**src/rtl/vga_ram_scanout.sv**
```systemverilog
// RAM-to-VGA scanout: reads a grayscale byte image from RAM port b and
// streams it as upscaled VGA video with sync, blanking and a frame pulse.
module vga_ram_scanout #(
    parameter int         CLK_DIV    = 2,
    parameter int         RAM_LAT    = 2,
    parameter int         H_ACTIVE   = 640,
    parameter int         H_FP       = 16,
    parameter int         H_SYNC     = 96,
    parameter int         H_BP       = 48,
    parameter int         V_ACTIVE   = 480,
    parameter int         V_FP       = 10,
    parameter int         V_SYNC     = 2,
    parameter int         V_BP       = 33,
    parameter int         IMG_W      = 100,
    parameter int         IMG_H      = 100,
    parameter int         IMG_BASE   = 0,
    parameter int         SCALE_LOG2 = 2,
    parameter logic [7:0] BG         = 8'h00
) (
    input  logic        clk,
    input  logic        rst,
    output logic [31:0] ram_addr,
    input  logic [7:0]  ram_q,
    output logic        vga_clk,
    output logic        vga_hsync,
    output logic        vga_vsync,
    output logic        vga_blank_n,
    output logic        vga_sync_n,
    output logic [7:0]  vga_r,
    output logic [7:0]  vga_g,
    output logic [7:0]  vga_b,
    output logic        frame_start
);

    localparam int H_TOTAL = H_ACTIVE + H_FP + H_SYNC + H_BP;
    localparam int V_TOTAL = V_ACTIVE + V_FP + V_SYNC + V_BP;
    localparam int DW = (CLK_DIV > 1) ? $clog2(CLK_DIV) : 1;
    localparam int HW = $clog2(H_TOTAL);
    localparam int VW = $clog2(V_TOTAL);

    localparam logic [DW-1:0] DIV_MAX  = DW'(CLK_DIV - 1);
    localparam logic [DW-1:0] DIV_HALF = DW'(CLK_DIV / 2);

    localparam logic [HW-1:0] H_MAX  = HW'(H_TOTAL - 1);
    localparam logic [HW-1:0] H_ACT  = HW'(H_ACTIVE);
    localparam logic [HW-1:0] HS_BEG = HW'(H_ACTIVE + H_FP);
    localparam logic [HW-1:0] HS_END = HW'(H_ACTIVE + H_FP + H_SYNC - 1);
    localparam logic [HW-1:0] H_MASK = HW'((1 << SCALE_LOG2) - 1);

    localparam logic [VW-1:0] V_MAX  = VW'(V_TOTAL - 1);
    localparam logic [VW-1:0] V_ACT  = VW'(V_ACTIVE);
    localparam logic [VW-1:0] VS_BEG = VW'(V_ACTIVE + V_FP);
    localparam logic [VW-1:0] VS_END = VW'(V_ACTIVE + V_FP + V_SYNC - 1);
    localparam logic [VW-1:0] V_MASK = VW'((1 << SCALE_LOG2) - 1);

    localparam logic [31:0] IMG_PW = 32'(IMG_W << SCALE_LOG2);
    localparam logic [31:0] IMG_PH = 32'(IMG_H << SCALE_LOG2);
    localparam logic [14:0] W15    = 15'(IMG_W);
    localparam logic [14:0] BASE15 = 15'(IMG_BASE);

    if (RAM_LAT > CLK_DIV) begin : g_lat_check
        $error("RAM_LAT must not exceed CLK_DIV");
    end

    logic [DW-1:0] div_q, div_d;
    logic [HW-1:0] h_q, h_d;
    logic [VW-1:0] v_q, v_d;
    logic [14:0]   row_q, row_d;
    logic [14:0]   col_q, col_d;
    logic [14:0]   addr_q, addr_d;
    logic          in_q, in_d;
    logic          act_q, act_d;
    logic          phs_q, phs_d;
    logic          pvs_q, pvs_d;
    logic [7:0]    rgb_q, rgb_d;
    logic          hs_q, hs_d;
    logic          vs_q, vs_d;
    logic          bn_q, bn_d;
    logic          fs_q, fs_d;
    logic          vclk_q, vclk_d;

    logic tick, h_end, v_end, in_img, active;

    always_comb begin
        tick   = (div_q == DIV_MAX);
        h_end  = (h_q == H_MAX);
        v_end  = (v_q == V_MAX);
        in_img = (32'(h_q) < IMG_PW) && (32'(v_q) < IMG_PH);
        active = (h_q < H_ACT) && (v_q < V_ACT);

        div_d  = tick ? '0 : div_q + DW'(1);
        vclk_d = (div_d >= DIV_HALF);
        h_d    = h_q;
        v_d    = v_q;
        row_d  = row_q;
        col_d  = col_q;
        addr_d = addr_q;
        in_d   = in_q;
        act_d  = act_q;
        phs_d  = phs_q;
        pvs_d  = pvs_q;
        rgb_d  = rgb_q;
        hs_d   = hs_q;
        vs_d   = vs_q;
        bn_d   = bn_q;
        fs_d   = 1'b0;

        if (tick) begin
            h_d = h_end ? '0 : h_q + HW'(1);
            if (h_end) begin
                v_d   = v_end ? '0 : v_q + VW'(1);
                col_d = '0;
                // row_base steps by one image row per 2^S screen lines
                if (v_end)
                    row_d = '0;
                else if ((v_q & V_MASK) == V_MASK)
                    row_d = row_q + W15;
            end else if ((h_q & H_MASK) == H_MASK) begin
                col_d = col_q + 15'd1;
            end

            addr_d = in_img ? (BASE15 + row_q + col_q) : BASE15;
            in_d   = in_img && active;
            act_d  = active;
            phs_d  = !((h_q >= HS_BEG) && (h_q <= HS_END));
            pvs_d  = !((v_q >= VS_BEG) && (v_q <= VS_END));
            fs_d   = (h_q == '0) && (v_q == '0);

            // previous pixel's RAM data has settled by this tick
            rgb_d = in_q ? ram_q : (act_q ? BG : 8'h00);
            hs_d  = phs_q;
            vs_d  = pvs_q;
            bn_d  = act_q;
        end
    end

    always_ff @(posedge clk) begin
        if (rst) begin
            div_q  <= '0;
            h_q    <= '0;
            v_q    <= '0;
            row_q  <= '0;
            col_q  <= '0;
            addr_q <= BASE15;
            in_q   <= 1'b0;
            act_q  <= 1'b0;
            phs_q  <= 1'b1;
            pvs_q  <= 1'b1;
            rgb_q  <= 8'h00;
            hs_q   <= 1'b1;
            vs_q   <= 1'b1;
            bn_q   <= 1'b0;
            fs_q   <= 1'b0;
            vclk_q <= 1'b0;
        end else begin
            div_q  <= div_d;
            h_q    <= h_d;
            v_q    <= v_d;
            row_q  <= row_d;
            col_q  <= col_d;
            addr_q <= addr_d;
            in_q   <= in_d;
            act_q  <= act_d;
            phs_q  <= phs_d;
            pvs_q  <= pvs_d;
            rgb_q  <= rgb_d;
            hs_q   <= hs_d;
            vs_q   <= vs_d;
            bn_q   <= bn_d;
            fs_q   <= fs_d;
            vclk_q <= vclk_d;
        end
    end

    assign ram_addr    = {17'b0, addr_q};
    assign vga_clk     = vclk_q;
    assign vga_hsync   = hs_q;
    assign vga_vsync   = vs_q;
    assign vga_blank_n = bn_q;
    assign vga_sync_n  = 1'b0;
    assign vga_r       = rgb_q;
    assign vga_g       = rgb_q;
    assign vga_b       = rgb_q;
    assign frame_start = fs_q;

endmodule

```
**config.mk**
```make
export PLATFORM = sky130hd
export DESIGN_NAME = vga_ram_scanout
export DESIGN_NICKNAME = d
export VERILOG_FILES = /design/src/rtl/vga_ram_scanout.sv
export SDC_FILE = /design/constraint.sdc
export NUM_CORES = 1
export LEC_CHECK = 0
export CAP_MARGIN = 20
export CORE_ASPECT_RATIO = 1.5
export CORE_UTILIZATION = 35
export DETAILED_ROUTE_END_ITERATION = 10
export DONT_BUFFER_PORTS = 1
export HOLD_SLACK_MARGIN = 0.1
export PLACE_DENSITY_LB_ADDON = 0.25
export SLEW_MARGIN = 10
export SYNTH_ARGS = -nofsm -noshare
export SYNTH_HDL_FRONTEND = slang
export SYNTH_SLANG_ARGS = --single-unit
```
**constraint.sdc**
```tcl
create_clock -name clk -period 2.4 [get_ports clk]
set_input_delay 0.24 -clock clk [delete_from_list [all_inputs] [get_ports clk]]
set_output_delay 0.24 -clock clk [all_outputs]
set_load 0.01 [all_outputs]
```
Word level (Yosys, flattened, before mapping). Index checks and enable logic that the tools add are counted.

Output and inout bits: 62. Register bits after elaboration: 83.

Mux-type cells: 9. Equal/unequal tests: 4. $lt $le $gt $ge: 9. Reductions and logical operators: 16. Bitwise operators: 1. $add $sub $neg: 6.

Operator list (number): 15-bit 2-to-1 mux (5); 10-bit by 9-bit less-than comparator with 1-bit output (second input constant) (3); 10-bit by 1-bit adder with 10-bit output (second input constant) (2); 10-bit equality test (second input constant) (2); 10-bit logical NOT (2); 10-bit 2-to-1 mux (2); 15-bit by 1-bit adder with 15-bit output (second input constant) (1); 15-bit adder (1); 15-bit by 7-bit adder with 15-bit output (second input constant) (1); 10-bit >= comparator (second input constant) (1); 10-bit by 9-bit >= comparator with 1-bit output (second input constant) (1); 10-bit less-or-equal comparator (second input constant) (1); 10-bit by 9-bit less-or-equal comparator with 1-bit output (second input constant) (1); 10-bit less-than comparator (second input constant) (1); 8-bit 2-to-1 mux (1); 1-bit logical AND (6); 2-bit equality test (second input constant) (2); 2-bit AND reduction (2); 2-bit nonzero test (2); 3-bit AND reduction (1); 1-bit logical NOT (2); 2-bit OR reduction (1); 1-bit adder (second input constant) (1); 1-bit >= comparator (second input constant) (1); 2 further kinds (2).

Logic depth before layout (Yosys ltp).
Depth in word-level cells: 3. Depth in mapped cells: 8.

Least setup slack after synthesis. OpenSTA, ideal clock, no wires.

Path kind: register to register. From: register h_q[0]. To: register row_q[6]. Required time: 2.330 ns. Cell stages (with the launch flop): 7. Setup slack: 0.350 ns. Library setup time: 0.070 ns. Period minus slack after synthesis: 2.050 ns. Arrival time: 1.979 ns. Cell sequence: dfxtp_1 ha_1 nand2_1 or4_4 buf_6 or4_1 a21oi_1.

Cells in the longest elaborated chain, start to end: 2.

RTL lines: start: declaration (RTL line 66) `logic [HW-1:0] h_q, h_d;`; start signal: assignment (RTL line 140) `h_q <= '0;`; start signal: assignment (RTL line 157) `h_q <= h_d;`; 10-bit equality test (RTL line 86) `h_end = (h_q == H_MAX);`; 3-bit AND reduction (no line); end signal: assignment (RTL line 159) `row_q <= row_d;`; end: declaration (RTL line 68) `logic [14:0] row_q, row_d;`.

Every way passes these cells. A chain may end at the register's enable or synchronous reset.

Worst setup path in the final report.
From: register v_q[0]. To: register row_q[8].

Cells in the longest elaborated chain, start to end: 3. Elaborated cells on any way between the ends: 5. Those cells by class: eq/ne: 2; mux: 1; reduce/logical: 2.

RTL lines: start: declaration (RTL line 67) `logic [VW-1:0] v_q, v_d;`; start signal: assignment (RTL line 158) `v_q <= v_d;`; 10-bit equality test / 2-bit equality test (equally long branches) (RTL line 87, 116); 2-bit nonzero test (no line); 3-bit AND reduction (no line).

Several ways; a longest one is shown, not always the timed one.

==> flow_metrics.py <==
metrics = {
    "cells_and_area": {
        "syn2layout_area_growth_pct": 9.80,
        "diodes": 0,
        "stdcell_area_sq_um": 4670,
        "final_nets": 520,
        "drive_gt1_frac": 0.0747,
        "fillers": 1195,
    },
    "global_routing": {
        "grt_pass1_vias": 3171,
        "grt_overflow": 0,
        "grt_max_degree": 31,
        "grt_pass1_wl_um": 15300,
        "grt_usage": 0.153,
        "antenna_found_initial": 0,
    },
    "power": {
        "p_sw_uw": 607,
        "powerDensity_nw_per_um2": 631,
        "peakVddDrop_mv": 0.265,
        "pwr-share-clk": 0.501,
        "finalPower_uw": 2950,
        "pwr-share-comb": 0.037,
        "cellInternalPower_uw": 2340,
        "leakage_uw": 0.00181,
        "power_frac_seq": 0.462,
        "swShare": 0.206,
    },
    "detailed_routing": {
        "drt-met1-wl_um": 4070,
        "drc": 0,
        "drtAntennaViolNets": 0,
        "highest_layer": "met4",
        "wl_met3_um": 281,
        "vias": 3351,
        "vias_per_cell": 5.20,
        "drt_iter0_markers": 148,
        "wl_per_cell_um": 14.5,
        "drt_first_pass_iters": 4,
        "wl_met2_um": 4780,
        "routed_wl_um": 9340,
    },
    "synth": {
        "synth_top_area_share": 0.377,
        "synth_seq_cells": 80,
        "yosysUniqueCellTypes": 56,
        "syn-cell-area_sq_um": 4250,
        "synthMuxAreaShare": 0.00235,
        "syn_area_per_cell_sq_um": 8.62,
        "synth_top_area_cell": "dfxtp_1",
        "ys_seq_area_frac": 0.377,
        "synth_ff_type": "dfxtp_1",
        "synth_edf_count": 0,
        "synth_compound_area_frac": 0.133,
        "synth_simple_gate_area_share": 0.242,
        "yosys_warnings": 0,
        "synth_xor_area_frac": 0.0968,
        "synth_top_family_by_area": "simple AND/OR/NAND/NOR gates",
        "netlist_top_cells_area": "dfxtp_1, buf_4, ha_1",
        "yosys.area_share.adder": 0.0559,
        "synth_cells": 493,
        "synthArstFlopShare": 0,
    },
    "clocking": {
        "cts.repair.resized": 0,
        "cts_tree": "done",
        "clk_latency_ps": 330,
        "clock_path_buffers": 2,
        "numCtsBuffers": 9,
        "cts-root-buf": "clkbuf_16",
        "htree_num_levels": 3,
        "cts_num_sinks": 80,
        "cts.reportedPaths.clkPinSlew_ps": 60,
    },
    "sta": {
        "slew_viol_final": 0,
        "max_clock_freq_ghz": 0.447,
        "tightest_slew_ps": 966,
        "final_hold_viol_count": 0,
        "finClkSkew_ps": 7.95,
        "setup_viol": 0,
        "maxSlewHeadroom": 0.354,
        "final.min_clock_period_ps": 2240,
        "final.period_utilization": 0.931,
        "fin_ws_ps": 165,
        "rsz0062_at_grt": "false",
        "worst_hold_slack_ps": 212,
        "tns_ps": 0,
    },
    "place": {
        "gp_congestion": 0.811,
        "pre_cts_slack_ps": 235,
        "numPortBuffers": 0,
        "dpl.hpwl_um": 6730,
        "placedInstanceArea_sq_um": 4260,
    },
    "die": {
        "die_width_um": 92.0,
        "dieArea_sq_um": 12600,
        "rows": 48,
        "die_h_um": 137,
        "io_pins": 72,
        "core-area_sq_um": 11700,
        "initial_core_util": 0.365,
    },
    "flow_run": {
        "maxCapViolCount": 0,
    },
    "run_status": {
        "status": "finished, final reports clean",
    },
    "setup_path": {
        "cp.arrival_ps": 2450,
        "path_cells": "inv_1 -> ha_1 -> nor4b_1 -> a31oi_1 -> nor4_1 -> xnor2_1 -> nor2_1",
        "crit_slowest_cell": "nor4_1",
        "max_stage_delay_ps": 450,
        "worst-path-buf-inv": 1,
        "path_max_fanout": 9,
        "crit_type": "reg -> reg",
        "critPathLaunchType": "flip-flop",
        "critical_path.top_delay_family": "simple AND/OR/NAND/NOR gates",
        "worstPathRequired_ps": 2620,
        "critPathCaptureType": "flip-flop",
    },
    "hold_path": {
        "hp-class": "in -> reg",
    },
}
-- sequential cells by signal (all words and copies together) (netlist names), 8 cells and up --
signal  count
addr_q     15
col_q      15
row_q      13
h_q        10
v_q        10
vga_b       8
-- synthesized netlist by cell type, types with 2 or more instances --
cell type and count:
nand3b_1 2, and4_1 2, nor4_1 13, inv_1 12
nand4_1 17, xnor2_1 22, ha_1 19, nand3_1 17
buf_6 2, o21ai_0 10, or3_1 6, a32o_1 2
nor2_1 61, nor3b_1 2, a311oi_1 2, clkbuf_1 9
o211ai_1 2, a31oi_1 2, o21bai_1 2, a211o_1 2
a22o_1 10, a21oi_1 28, buf_1 3, a21o_1 8
xor2_1 25, or4_1 2, nand2b_1 6, dfxtp_1 80
and2_1 2, buf_4 34, and3_1 6, nor2b_1 12
nand2_1 33, a221oi_1 3, nor3_1 8, o2111ai_1 3
buf_2 5
-- cells by family (layout without fill, tap and decap cells) --
| logic type | after synthesis | in the layout |
|---|---|---|
| xor+xnor | 47 | 47 |
| compound gates | 82 | 82 |
| other cells | 1 | 19 |
| simple gates | 198 | 198 |
| fa+ha+maj | 19 | 19 |
| buf+inv | 65 | 49 |
| mux | 1 | 1 |
| flops | 80 | 80 |
-- power by group through the flow --
stage / sequential, uW / combinational, uW / clock, uW
floorplan: 1390 / 107 / 0
global placement: 1390 / 87.7 / 0
detailed placement: 1390 / 89.3 / 0
CTS: 1360 / 108 / 1510
global route: 1360 / 120 / 1580
finish: 1360 / 108 / 1480
-- area by class of cell --
class	instances	area, sq um	share of cell area
multi-input cells	366	2320	0.498
clock inverters	3	65.1	0.0139
well taps	150	188	0.0402
flip-flops and latches	80	1600	0.343
inverters	12	45.0	0.00965
repair buffers	22	188	0.0402
clock buffers	12	256	0.0549
-- path summary, 6_finish.rpt --
path / startpoint / to / slack [ps] / cells after the start
worst max register to register: v_q[0] / row_q[8] / 160 / 7
worst min register to register: in_q / in_q / 450 / 1
worst min-delay path: rst / div_q / 210 / 1
worst max-delay path: v_q[0] / row_q[8] / 160 / 7
-- worst reg2reg max path, delay by kind of cell (launching register included) --
kind                       cells  cell delay (ps)
adders and majority gates      1              150
AOI/OAI and AO/OA              1              420
and+or+nand+nor                3              950
DFF                            1              350
xor gates and xnor gates       1              180
buffers and inverters          1               70
-- per-layer routing --
metal	up-vias	global-route usage
met3	17	0.0333
met1	1591	0.175
met5	-	0
met4	0	0.0634
li1	1678	-
met2	65	0.274
-- repair_timing --
action,4_1_cts,5_1_grt
hold endpoints to repair,25,0
hold buffers,9,0
buffers inserted,0,0
-- cells in the final DEF (no fill, tap or decap), types with 13 or more instances in the layout --
| master | n |
|---|---|
| dfxtp_1 | 80 |
| nor2_1 | 61 |
| nand2_1 | 33 |
| a21oi_1 | 28 |
| xor2_1 | 25 |
| xnor2_1 | 22 |
| ha_1 | 19 |
| conb_1 | 19 |
| nand4_1 | 17 |
| nand3_1 | 17 |
| nor4_1 | 13 |
| buf_4 | 13 |
-- through the flow --
stage,utilization,cells
after floorplan,-,511
after global placement,0.365,621
after detailed placement,0.365,621
after CTS,0.401,645
after global routing,0.401,645
final,0.401,645
No activity file was read; power rests on OpenSTA's default activity.
